$ cat src/rtl/serial_transmitter_pkg.sv
// Shared definitions for the serial transmitter: FSM encodings and default word width.
package serial_transmitter_pkg;

    localparam logic [0:0] S_IDLE = 1'b0;
    localparam logic [0:0] S_SEND = 1'b1;

    localparam int DEFAULT_DATA_W = 8;

endpackage

$ cat src/rtl/serial_transmitter_piso_shift_reg.sv
// Parallel-in/serial-out shift register, MSB first; load wins over shift.
module piso_shift_reg
    import serial_transmitter_pkg::*;
#(
    parameter int DATA_W = DEFAULT_DATA_W
) (
    input  logic              clk,
    input  logic              rst,
    input  logic              load,
    input  logic              shift_en,
    input  logic [DATA_W-1:0] pi,
    output logic              so
);

    logic [DATA_W-1:0] sr;

    // Zeros fill from the bottom, so the register is empty once a word has drained.
    always_ff @(posedge clk) begin
        if (rst) begin
            sr <= '0;
        end else if (load) begin
            sr <= pi;
        end else if (shift_en) begin
            sr <= {sr[DATA_W-2:0], 1'b0};
        end
    end

    assign so = sr[DATA_W-1];

endmodule

$ cat src/rtl/serial_transmitter.sv
// Ready/valid word in, MSB-first serial out with a frame enable and end-of-word done pulse.
//   state  | meaning
//   IDLE   | line quiet, ready for a word
//   SEND   | shifting a word; ready again on its last bit for back-to-back frames
module serial_transmitter
    import serial_transmitter_pkg::*;
#(
    parameter int DATA_W = DEFAULT_DATA_W
) (
    input  logic              clk,
    input  logic              rst,
    input  logic [DATA_W-1:0] pi,
    input  logic              in_valid,
    output logic              in_ready,
    output logic              serOut,
    output logic              serOutEn,
    output logic              busy,
    output logic              done
);

    localparam int              CNT_W = $clog2(DATA_W);
    localparam logic [CNT_W-1:0] LAST  = CNT_W'(DATA_W - 1);

    logic [0:0]       state;
    logic [CNT_W-1:0] cnt;
    logic             last_bit;
    logic             accept;
    logic             so;

    assign last_bit = (state == S_SEND) && (cnt == LAST);
    assign in_ready = (state == S_IDLE) || last_bit;
    assign accept   = in_valid && in_ready;

    // The counter simply holds in IDLE; it only returns to zero on a reload.
    always_ff @(posedge clk) begin
        if (rst) begin
            state <= S_IDLE;
            cnt   <= '0;
        end else if (accept) begin
            state <= S_SEND;
            cnt   <= '0;
        end else if (state == S_SEND) begin
            if (last_bit) begin
                state <= S_IDLE;
            end else begin
                cnt <= cnt + 1'b1;
            end
        end
    end

    piso_shift_reg #(
        .DATA_W(DATA_W)
    ) u_piso (
        .clk     (clk),
        .rst     (rst),
        .load    (accept),
        .shift_en(state == S_SEND),
        .pi      (pi),
        .so      (so)
    );

    assign serOut   = so;
    assign serOutEn = (state == S_SEND);
    assign busy     = (state == S_SEND);
    assign done     = last_bit;

endmodule

$ cat config.mk
export PLATFORM = sky130hd
export DESIGN_NAME = serial_transmitter
export DESIGN_NICKNAME = d
export VERILOG_FILES = /design/src/rtl/serial_transmitter_pkg.sv /design/src/rtl/serial_transmitter_piso_shift_reg.sv /design/src/rtl/serial_transmitter.sv
export SDC_FILE = /design/constraint.sdc
export NUM_CORES = 1
export LEC_CHECK = 0
export CAP_MARGIN = 0
export CORE_MARGIN = 5
export CORE_UTILIZATION = 40
export DETAILED_ROUTE_END_ITERATION = 8
export PLACE_DENSITY = 0.75
export RECOVER_POWER = 25
export SYNTH_ARGS = -nofsm -noshare
export SYNTH_HDL_FRONTEND = slang
export SYNTH_HIERARCHICAL = 1
export SYNTH_SLANG_ARGS = --single-unit
$ cat constraint.sdc
create_clock -name clk -period 1.6 [get_ports clk]
set_input_delay 0.32 -clock clk [delete_from_list [all_inputs] [get_ports clk]]
set_output_delay 0.32 -clock clk [all_outputs]
set_load 0.01 [all_outputs]
Word-level counts from Yosys, hierarchy flattened --
Cells that the tools add are included.
Word-level totals: output and inout bits 5, bits in registers 12, input bits 11
Cells by class: mux-type cells 5, reductions and logical operators 6, eq/ne operators 1, add/subtract/negate cells 1, bitwise gates (word level) 2
Operator list (count):
- $mux W8 | 2
- $add A3 B1 Y3 const B | 1
- $eq A3 B3 Y1 const B | 1
- $mux W1 | 3
- $logic_and A1 B1 Y1 | 2
- $not A1 Y1 | 2
- $reduce_and A2 Y1 | 1
- $reduce_bool A2 Y1 | 1
- $reduce_or A2 Y1 | 1
- $logic_or A1 B1 Y1 | 1

Depth between registers and ports, before layout --
depth after elaboration 5, mapped depth 7, gate-level depth less buffers 7

By module --
Netlist, hierarchy kept.
Modules (own cells, without submodules):
- piso_shift_reg | cells each 35, instances 1, area each 369.1 µm², seq. area each 160.2 µm²
- serial_transmitter | cells each 22, instances 1, area each 203.9 µm², seq. area each 80.1 µm²

Worst setup path before layout --
No wires, ideal clock.
path type register to register, start point reg cnt[0], end point reg u_piso.sr[0], setup slack -0.107 ns, arrival time 1.637 ns, cell stages (with the launch flop) 8, required time 1.530 ns, library setup time 0.070 ns, period minus slack after synthesis 1.707 ns, cell sequence dfxtp_1 ha_1 ha_1 nor2b_4 inv_2 and2_2 or3b_1 a21oi_1
Between the ends: word-level cells in the longest chain between the ends 5
Ends and longest elaborated chain:
- start: declaration | line serial_transmitter.sv:25 | logic [CNT_W-1:0] cnt;
- start signal: assignment | line serial_transmitter.sv:46 | cnt <= cnt + 1'b1;
- $eq A3 B3 Y1 (*) | line serial_transmitter.sv:30 | assign last_bit = (state == S_SEND) && (cnt == LAST);
- $logic_and A1 B1 Y1 (*) | line serial_transmitter.sv:30
- $logic_or A1 B1 Y1 (*) | line serial_transmitter.sv:31 | assign in_ready = (state == S_IDLE) || last_bit;
- named net in_ready | line serial_transmitter.sv:14 | output logic in_ready,
- $logic_and A1 B1 Y1 (*) | line serial_transmitter.sv:32 | assign accept = in_valid && in_ready;
- named net accept | line serial_transmitter.sv:27 | logic accept;
- $mux W8 or $reduce_bool A2 Y1 (tied branches)
- end signal: assignment | line serial_transmitter_piso_shift_reg.sv:22 | sr <= pi;
- end signal: assignment | line serial_transmitter_piso_shift_reg.sv:24 | sr <= {sr[DATA_W-2:0], 1'b0};
- end: declaration | line serial_transmitter_piso_shift_reg.sv:15 | logic [DATA_W-1:0] sr;
The timed path passes the listed nets; every way through them passes the cells marked *. A chain may end at the register's enable or synchronous reset.

Worst setup path after layout --
start point reg cnt[0], end point out in_ready
Between the ends: word-level cells in the longest chain between the ends 3
Ends and longest elaborated chain (line):
- $eq A3 B3 Y1 | serial_transmitter.sv:30
- $logic_and A1 B1 Y1 | serial_transmitter.sv:30
- $logic_or A1 B1 Y1 | serial_transmitter.sv:31
- end: declaration | serial_transmitter.sv:14
Every way passes these cells.

==> results.ini <==
[outcome]
status = finished, final reports clean

[setup_path]
worst-path-max-fanout = 4
critPathLaunchType = register
worstPathArrival_ps = 1240
critPathKind = register to output port
critical_path_required_ps = 1280
endpoint_kind = output port

[yosys]
synth_top_cell_by_area = dfxtp_1
synth_nets = 70
synth-seq-cells = 12
netlist.area_leader.share_pct = 41.9
avgSynthCellArea_um2 = 10.1
synth_warnings = 6
synthCells = 57
synth_area_um2 = 573
ys_top_cells_by_area = dfxtp_1 (42%), mux2i_1 (12%), a211oi_1 (9.2%), nor2b_1 (7.6%), ha_1 (4.4%)
synth-seq-area-share_pct = 41.9
netlist-cell-type-count = 18

[layout]
drive_above_1_share_pct = 27.2
instances_no_fill = 96
seq_area_um2 = 243
antenna_cells = 0
multi_input_area_um2 = 332
synthToLayoutAreaGrowth_pct = 46.3
fin_nets = 96
fill_cells = 113

[floorplan]
die_y_um = 47.9
num_io_pins = 16
start_util_pct = 43.0
core.rowCount = 13
die_area_mm2 = 0.00229
die_x_um = 47.9
core_area_mm2 = 0.00133

[placement]
io_buffers = 15
dp_cells = 89
gp_congestion = 0.681
dpl.hpwl_um = 822
post-place-ws_ps = -55.4

[route]
via_per_inst = 4.97
dr.pass1.iters = 3
wl_per_cell_um = 13.5
vias = 477
drc_errors = 0
drtIter0Drc = 5
routed_wl_mm = 1.30
ant_nets = 0

[sta]
fin_crit_sh_pct = 97.8
fmax_mhz = 639
fin_ws_ps = 35.0
drv_slew = 0
fin_skew_ps = 6.68
finalHoldViolations = 0
setup_violations = 0
slew_headroom_pct = 72.0
holdWs_ps = 519
period_minus_slack_ps = 1560
rsz0062_at_grt = true
tightest_slew_ps = 419

[cts]
cts_made_buffers = 3
clkLatencyLatePin_ps = 280
path_clk_slew_ps = 80
clk_path_buf_depth = 2
cts_root_buf = clkbuf_4
clock_sinks = 12
htreeDepth = 1
cts_tree = built

[pwr]
vdd_drop_max_uv = 480
powerDensity_mw_per_mm2 = 789
leakage_uw = 0.000340

[global_route]
grt_overflow = 0
gr-usage-all-layers_pct = 12.5
grt_max_degree = 13
grt_pass1_wl_mm = 1.83
antenna_found_initial = 0
grt_pass1_vias = 412

[job]
max_cap_viol_count = 0

[hold_path]
hp-class = register to register

-- stage by stage --
step	TNS [ps]	utilization, %	cell area (µm²)	power (µW)
after floorplan	0	-	577	406
after global placement	-59.4	56.6	754	461
after detailed placement	-96.9	56.6	754	463
after CTS	0	59.9	800	660
after global routing	-65.6	62.9	838	703
final	0	62.9	838	662
-- metal layers --
layer  track usage (%)  vias to the layer above  routed length, µm
li1                  -                      248                  -
met1              13.3                      214                506
met2              18.7                       11                672
met3              8.27                        4                 99
met4              6.45                        0                 19
met5                 0                        -                  0
-- area by class of cell --
| type | instances | area share, % |
|---|---|---|
| clock buffers | 3 | 2.69 |
| inverters | 2 | 0.896 |
| well taps | 15 | 2.24 |
| flip-flops and latches | 12 | 29.0 |
| repair buffers | 23 | 25.7 |
| multi-input cells | 41 | 39.6 |
-- cells in the final DEF, fill, tap and decap left out --
| cell | count |
|---|---|
| nand2_1 | 3 |
| nand3b_1 | 3 |
| nor2_1 | 2 |
| and2_2 | 1 |
| a211oi_1 | 7 |
| inv_1 | 1 |
| a21oi_1 | 4 |
| inv_2 | 1 |
| mux2i_1 | 7 |
| and2_4 | 2 |
| dfxtp_1 | 10 |
| nor2b_4 | 1 |
| clkdlybuf4s50_1 | 12 |
| ha_4 | 2 |
| clkbuf_4 | 3 |
| dfxtp_2 | 2 |
| nor2b_1 | 7 |
| nand2b_1 | 1 |
| buf_4 | 8 |
| or3b_1 | 1 |
| dlymetal6s2s_1 | 1 |
| buf_6 | 2 |
-- path summary, 6_finish.rpt --
kind | slack (ps) | to | start | cells after the start
worst max-delay path | 40 | in_ready | cnt[0] | 5
worst min-delay path | 520 | cnt[1] | cnt[1] | 2
worst max register to register | 40 | u_piso/sr[0] | cnt[0] | 7
worst min register to register | 520 | cnt[1] | cnt[1] | 2
-- cells by family (layout without fill, tap and decap cells) --
family                     after synthesis  in the layout  synth area share, %
AOI/OAI and AO/OA                       11             11                 12.7
adders and majority gates                2              2                 4.37
and+or+nand+nor                         20             21                 22.5
buffers and inverters                    5             28                 6.33
muxes                                    7              7                 12.2
DFF                                     12             12                 41.9
-- critical path: stages, from the launching register on --
cell	delay [ps]
dfxtp_2	340
ha_4	160
ha_4	160
nor2b_4	130
inv_2	70
buf_6	120
-- power breakdown --
part | internal, µW | total (µW) | switching [µW]
Clock | 87.3 | 191 | 103
Combinational | 84.6 | 138 | 53.0
Sequential | 320 | 333 | 13.1
-- sequential cells by signal, indices dropped and copies added (netlist names) --
| signal | flops |
|---|---|
| busy | 1 |
| cnt | 3 |
| u_piso/sr | 8 |
-- cells in the mapped netlist --
cell	count
or3b_1	1
a211oi_1	7
and2_2	2
inv_1	1
clkdlybuf4s18_2	1
nand3b_1	3
nand2_1	3
nor2b_4	1
nand2b_1	1
dfxtp_1	12
buf_6	1
buf_4	1
mux2i_1	7
inv_2	1
nor2b_1	7
ha_1	2
a21oi_1	4
nor2_1	2
-- repair_timing --
action	in CTS	in global routing
buffers inserted	2	1
resized for setup	13	4
hold buffers	0	0
setup endpoints to repair	3	4
pin swaps	0	3
cloned	0	1
(Power assumes the default switching activity.)
